`config.mk`:
```
export PLATFORM = sky130hd
export DESIGN_NAME = key_debounce3
export DESIGN_NICKNAME = d
export VERILOG_FILES = /design/src/rtl/key_debounce3.sv
export SDC_FILE = /design/constraint.sdc
export NUM_CORES = 1
export LEC_CHECK = 0
export ABC_AREA = 0
export BUFFER_PORTS_ARGS = -buffer_cell sky130_fd_sc_hd__buf_2
export CAP_MARGIN = 20
export CORE_MARGIN = 2
export CORE_UTILIZATION = 55
export DETAILED_ROUTE_END_ITERATION = 8
export PLACE_DENSITY = 0.72
export SLEW_MARGIN = 10
export SYNTH_ARGS = -nofsm -noshare
export SYNTH_HDL_FRONTEND = slang
export SYNTH_SLANG_ARGS = --single-unit
```
`constraint.sdc`:
```
create_clock -name CLK -period 2.8 [get_ports CLK]
set_clock_uncertainty 0.05 [all_clocks]
set_input_delay 0 -clock CLK [delete_from_list [all_inputs] [get_ports CLK]]
set_output_delay 0 -clock CLK [all_outputs]
set_load 0.05 [all_outputs]
```
`src/rtl/key_debounce3.sv`:
```
// key_debounce3 -- three independent push-button conditioners.
// Each channel: two-flop synchroniser, stability-counter debounce, registered
// press pulse. Outputs feed the full-adder stage KEY1/KEY2/KEY3 inputs.
// Optional build macro: KEY_DEBOUNCE_TOGGLE_EN -- KEY*_DB becomes a toggle
// register that flips on each accepted press instead of the debounced level.
module key_debounce3 #(
  parameter int DB_CYCLES  = 1000000,
  parameter int CNT_W      = 20,
  parameter bit ACTIVE_LOW = 1'b1
) (
  input  logic CLK,
  input  logic RST,
  input  logic KEY1,
  input  logic KEY2,
  input  logic KEY3,
  output logic KEY1_DB,
  output logic KEY2_DB,
  output logic KEY3_DB,
  output logic KEY1_P,
  output logic KEY2_P,
  output logic KEY3_P
);

  // Terminal count: the edge that sees cnt at this value with s2 still
  // differing from stable is the accept edge.
  localparam logic [CNT_W-1:0] CNT_MAX = CNT_W'(DB_CYCLES - 1);
  // Raw-polarity levels for "released" and "pressed".
  localparam logic REL_LVL = ACTIVE_LOW;
  localparam logic PRS_LVL = ~ACTIVE_LOW;

  logic [2:0]       raw;
  logic [2:0]       s1;
  logic [2:0]       s2;
  logic [2:0]       stable;
  logic [CNT_W-1:0] cnt [3];
  logic [2:0]       accept;
  logic [2:0]       accept_press;
  logic [2:0]       press_p;
  logic [2:0]       db_lvl;

  assign raw = {KEY3, KEY2, KEY1};

  // Two-flop synchroniser; reset parks both stages at the released level.
  // NOTE: sequential state uses non-blocking (<=) so every flop samples the
  // pre-edge value of its neighbours, exactly like the hardware.
  always_ff @(posedge CLK) begin
    if (RST) begin
      s1 <= {3{REL_LVL}};
      s2 <= {3{REL_LVL}};
    end else begin
      s1 <= raw;
      s2 <= s1;
    end
  end

  // Accept detection: s2 has differed from stable for DB_CYCLES edges.
  // NOTE: every always_comb output gets a default before any conditional
  // logic, so no path leaves it unassigned and no latch is inferred.
  always_comb begin
    accept       = '0;
    accept_press = '0;
    for (int i = 0; i < 3; i++) begin
      accept[i]       = (s2[i] != stable[i]) && (cnt[i] == CNT_MAX);
      accept_press[i] = accept[i] && (s2[i] == PRS_LVL);
    end
  end

  // Per-channel stability counter, accepted level and registered press pulse.
  // NOTE: the cnt array is per-channel control state, not storage, so every
  // entry is reset explicitly; reset discards any in-progress debounce.
  always_ff @(posedge CLK) begin
    if (RST) begin
      for (int i = 0; i < 3; i++) begin
        cnt[i] <= '0;
      end
      stable  <= {3{REL_LVL}};
      press_p <= '0;
    end else begin
      for (int i = 0; i < 3; i++) begin
        if (s2[i] == stable[i]) begin
          // Any return to the accepted level restarts the count: no partial credit.
          cnt[i] <= '0;
        end else if (accept[i]) begin
          stable[i] <= s2[i];
          cnt[i]    <= '0;
        end else begin
          cnt[i] <= cnt[i] + CNT_W'(1);
        end
      end
      press_p <= accept_press;
    end
  end

`ifdef KEY_DEBOUNCE_TOGGLE_EN
  logic [2:0] tog;

  // Toggle register: flips on each accepted press, release accepts ignored.
  always_ff @(posedge CLK) begin
    if (RST) begin
      tog <= '0;
    end else begin
      tog <= tog ^ accept_press;
    end
  end

  assign db_lvl = tog;
`else
  // Logical level: XOR with a constant keeps the output a plain flop output.
  assign db_lvl = stable ^ {3{ACTIVE_LOW}};
`endif

  assign KEY1_DB = db_lvl[0];
  assign KEY2_DB = db_lvl[1];
  assign KEY3_DB = db_lvl[2];
  assign KEY1_P  = press_p[0];
  assign KEY2_P  = press_p[1];
  assign KEY3_P  = press_p[2];

endmodule

```
* Yosys cells after proc, flatten, opt, wreduce, memory -nomap -nowiden
Memories as Yosys holds them, arrays and structs flattened. Index checks and enable logic that the tools add are counted.
Operators by class: $add $sub $neg 3, equal/unequal tests 9, mux-type cells 44, bitwise gates (word level) 16, reduce and logical (&&, ||, !) cells 9
Operators with widths (count):
- two-way mux 20 bit | 9
- adder 20 x 1 -> 20 bit (second input constant) | 3
- == test 20 bit (second input constant) | 3
- two-way mux 1 bit | 35
- OR 1 bit | 9
- logical AND 1 bit | 6
- inverter 1 bit | 6
- AND reduction 2 bit | 3
- == test 1 bit | 3
- != test 1 bit | 3
- inverter 3 bit | 1
Word-level totals: register bits after elaboration 12, bits in writable memories 60, input port bits 5, output and inout bits 6, memories 1
Memories:
- cnt | words 3, bits a word 20, read ports 3, clocked after memory_dff 0, write ports 3, line 35 | logic [CNT_W-1:0] cnt [3];

* Longest topological paths before layout
word-level depth 8, gate-level depth with buffers 7, depth with buffers taken out 5

* Least setup slack after synthesis
OpenSTA, ideal clock, no wires.
kind reg-to-reg, from memory cnt[2][0], to memory cnt[2][11] (data pin), data arrival time 1.695 ns, setup slack 0.801 ns, stages on the path, launching flop included 8, path buffers 2, cells stage by stage edfxtp_1 -> ha_1 -> nand3_1 -> nor4_2 -> a211o_1 -> buf_4 -> buf_6 -> nor2_1
RTL lines (line):
- start: declaration | 35

==> flow_summary.rst <==
.. list-table::
   :header-rows: 1

   * - Metric
     - Value
   * - CP Max Fanout
     - 19
   * - Maximum clock frequency
     - 474 MHz
   * - Number of design rule violations left after detail routing
     - 0
   * - Setup crit end kind
     - register
   * - Worst skew pair latency
     - 0.33 ns
   * - Logic depth of the worst register-to-register path
     - 7
   * - Die area
     - 7540 µm²
   * - Final worst path period need
     - 2.11 ns
   * - Initial standard-cell utilization of the core
     - 56.1%
   * - Worst Hold Launch
     - KEY1
   * - Clk sink count
     - 72
   * - Number of rows in the core area
     - 30
   * - Clock transition at the register clock pins on the worst setup and hold paths after CTS
     - roughly 0.07 ns
   * - Gates resized, CTS repair
     - 0
   * - Core outline area
     - roughly 6700 µm²
   * - Diode count
     - 0
   * - Detailed-route wire length per cell
     - 12.6 µm
   * - Count of final setup violators
     - 0
   * - Req. time, crit path
     - between 2 and 3 ns
   * - IR Drop Worst-Case VDD
     - 0.386 mV
   * - Number of nets at the end of the flow
     - 437
   * - DRT Pass-1 Iters
     - 4
   * - Via total after detailed routing
     - between 2000 and 3000
   * - Startpoint of the worst register-to-register path
     - cnt[2][0]
   * - Total wirelength of the detailed-routed design
     - 6.49 mm
   * - Worst-path cell chain
     - ha_1, nand3_1, buf_4, nor4_2, a211o_1, buf_4, nor2_1
   * - EDFF count, synth
     - 60
   * - Count of pins over their slew limit
     - 0
   * - Area after detailed placement
     - 4110 µm²
   * - Worst hold path class
     - input port to register
   * - Synthesized area
     - 3770 µm²
   * - Unrepaired setup endpoints after global routing
     - no
   * - Synth-to-Final Area Change
     - 15.4%
   * - Share of layout cells above drive strength 1
     - between 10% and 20%
   * - I/O pin cnt
     - 11
   * - Pin count of the biggest net entering global routing
     - 21
   * - Post-layout total power
     - about 2.1 mW
   * - Syn Inst Count
     - 354
   * - Cell seen most often among critical-path stages
     - sky130_fd_sc_hd__buf_4
   * - Critical Path Start Type
     - register
   * - Arrival time of data at the critical path endpoint
     - 2.14 ns
   * - GR Overflow Total
     - 0
   * - Final weighted congestion of routability-driven global placement
     - 0.845
   * - Finished layout cell area
     - 4350 µm²
   * - Summed negative setup slack over all endpoints
     - 0 ns
   * - Filler Cell Count
     - approximately 540
   * - Mapped Avg Cell Area
     - around 11 µm²
   * - Via count of the first global-routing pass
     - 2549
   * - CP Class
     - register to register
   * - Worst R2R End
     - cnt[2][7]
   * - Die outline height
     - 86.8 µm
   * - Root Buffer
     - sky130_fd_sc_hd__clkbuf_8
   * - Part of the Yosys area used for sequential elements
     - a little over half
   * - Placed wire-length estimate after detailed placement
     - 4.59 mm
   * - Hold Fails Final Rpt
     - 0
   * - Pwr Density
     - 493 nW/µm²
   * - Clk buf depth
     - 2
   * - CTS tree
     - built
   * - Number of register bits inferred by synthesis
     - a little over 70
   * - Internal reg-to-reg setup slack
     - slightly below 0.7 ns
   * - Leading register cell type out of synthesis
     - sky130_fd_sc_hd__edfxtp_1
   * - Share of flip-flops with an asynchronous set or reset after synthesis
     - 0%
   * - Number of cells on the worst hold path
     - 3
   * - Final period util
     - between 70% and 80%
   * - Pleak
     - 1.58 nW
   * - Delay of the slowest cell on the worst path
     - 0.43 ns
   * - Max-cap check violation count
     - 0
   * - First-pass GRT wire length
     - ~11 mm
   * - Library cell contributing the largest single delay on the critical path
     - sky130_fd_sc_hd__edfxtp_1
   * - Hold Crit Endpoint
     - s1[0]
   * - Antenna violations before repair
     - 0
   * - Port buffer count
     - 10
   * - Cts bufs inserted
     - 9
   * - Number of different library cells in the post-synthesis netlist
     - between 40 and 50
   * - Vias per std cell
     - approximately 5.3
   * - Number of routed nets with antenna violations
     - 0
   * - Share of the core filled with cells
     - 64.8%
   * - Die X-Extent
     - 86.8 µm
   * - Max H-tree Level
     - 3
   * - Result of the run
     - complete, no violations
   * - Iteration-0 DRC count of the detailed router
     - 99
   * - Total number of yosys warnings
     - 0
   * - Overall track demand over capacity in global routing
     - a little under a fifth
-- what timing repair did --
item,CTS,global route
setup buffers,0,0
hold buffers,4,0
endpoints found under the hold margin,5,0
-- metrics by stage --
stage,setup slack (ns),hold WS [ns],instances
6_report,0.691,0.348,514
5_1_grt,0.579,0.342,514
4_1_cts,0.683,0.323,514
3_5_place_dp,0.701,0.146,494
3_3_place_gp,0.787,0.151,494
2_1_floorplan,0.801,0.0538,413
-- cell type report --
type | instances | area [µm²] | area share, %
Sequential cell | 72 | 2040 | 46.9
Multi-Input combinational cell | 312 | 1820 | 41.9
Clock buffer | 13 | 180 | 4.14
Timing Repair Buffer | 19 | 128 | 2.93
Tap cell | 80 | 100 | 2.30
Inverter | 15 | 56.3 | 1.29
Clock inverter | 3 | 22.5 | 0.517
-- routing by layer --
metal | GRT usage [%] | share of wire, % | vias up
li1 | - | - | 1394
met1 | 24.3 | 48 | 1267
met2 | 31.6 | 48 | 41
met3 | 4.38 | 3.5 | 5
met4 | 6.39 | 0.94 | 0
met5 | 0 | 0 | -
-- kinds of logic (layout without fill, tap and decap cells) --
group	after synthesis	in the layout	synth area share, %
and+or+nand+nor	167	167	25.4
DFF	72	72	54.1
AOI/OAI and AO/OA	42	42	6.74
xor gates and xnor gates	40	40	9.29
buffers and inverters	29	50	3.35
adders and majority gates	3	3	0.995
other	1	60	0.0994
-- synthesized netlist by cell type, types with 2 or more instances --
cell type / count / area share (%)
sky130_fd_sc_hd__and4_1: 7 / 1.6
sky130_fd_sc_hd__nand2_1: 14 / 1.4
sky130_fd_sc_hd__nand3_1: 18 / 2.4
sky130_fd_sc_hd__inv_1: 15 / 1.5
sky130_fd_sc_hd__nand4_2: 2 / 0.66
sky130_fd_sc_hd__ha_1: 3 / 1.0
sky130_fd_sc_hd__clkbuf_1: 7 / 0.70
sky130_fd_sc_hd__nor4_1: 5 / 0.83
sky130_fd_sc_hd__xnor2_1: 20 / 4.6
sky130_fd_sc_hd__a31o_2: 2 / 0.46
sky130_fd_sc_hd__o31ai_1: 5 / 1.0
sky130_fd_sc_hd__xor2_1: 20 / 4.6
sky130_fd_sc_hd__a311o_1: 2 / 0.53
sky130_fd_sc_hd__and3_1: 10 / 1.7
sky130_fd_sc_hd__nor4_2: 2 / 0.66
sky130_fd_sc_hd__or4_1: 6 / 1.2
sky130_fd_sc_hd__nor3_1: 6 / 0.80
sky130_fd_sc_hd__dfxtp_1: 12 / 6.4
sky130_fd_sc_hd__edfxtp_1: 60 / 48
sky130_fd_sc_hd__or2_2: 6 / 1.0
sky130_fd_sc_hd__nor2_1: 46 / 4.6
sky130_fd_sc_hd__nor4b_1: 3 / 0.70
sky130_fd_sc_hd__o21ai_0: 11 / 1.5
sky130_fd_sc_hd__nand4b_1: 3 / 0.70
sky130_fd_sc_hd__a21oi_1: 18 / 2.4
sky130_fd_sc_hd__buf_2: 5 / 0.66
sky130_fd_sc_hd__and2_1: 6 / 1.0
sky130_fd_sc_hd__or3_1: 9 / 1.5
sky130_fd_sc_hd__nand4_1: 17 / 2.8
sky130_fd_sc_hd__o211ai_1: 2 / 0.40
-- power by group --
part	internal [mW]	leakage (nW)	total [mW]	switching (mW)
Clock	0.428	0.105	0.810	0.382
Sequential	1.20	0.717	1.24	0.0432
Combinational	0.0396	0.756	0.0933	0.0537
-- registers in the layout, indices dropped and copies added, names as in the netlist --
name and cells:
s2 3, press_p 3, stable 3, cnt 60
s1 3
-- worst max path at each step --
stage / startpoint / end / slack [ns] / depth (start not counted)
finish: cnt[2][0] / cnt[2][7] / 0.69 / 7
CTS: cnt[2][8] / cnt[2][3] / 0.68 / 5
detailed placement: cnt[2][8] / cnt[2][3] / 0.70 / 5
global placement: cnt[2][8] / cnt[2][11] / 0.79 / 5
global route: cnt[2][0] / cnt[2][3] / 0.58 / 7
floorplan: cnt[2][0] / cnt[2][11] / 0.80 / 7
-- cells in the final DEF, fill, tap and decap left out, types with 9 or more instances in the layout --
cell type	count
sky130_fd_sc_hd__or3_1	9
sky130_fd_sc_hd__buf_2	10
sky130_fd_sc_hd__edfxtp_1	60
sky130_fd_sc_hd__xnor2_1	20
sky130_fd_sc_hd__conb_1	60
sky130_fd_sc_hd__a21oi_1	18
sky130_fd_sc_hd__nor2_1	46
sky130_fd_sc_hd__dfxtp_1	12
sky130_fd_sc_hd__inv_1	15
sky130_fd_sc_hd__o21ai_0	11
sky130_fd_sc_hd__nand3_1	18
sky130_fd_sc_hd__nand2_1	14
sky130_fd_sc_hd__xor2_1	20
sky130_fd_sc_hd__and3_1	10
sky130_fd_sc_hd__nand4_1	17
sky130_fd_sc_hd__clkbuf_8	11
-- critical path, delay by kind of cell, from the launching register on --
kind	cells	cell delay (ns)
buffers and inverters	2	0.41
adders and majority gates	1	0.20
AOI/OAI and AO/OA	1	0.19
and+or+nand+nor	3	0.57
DFF	1	0.43
Note: power is estimated with default switching activity, not from simulation.
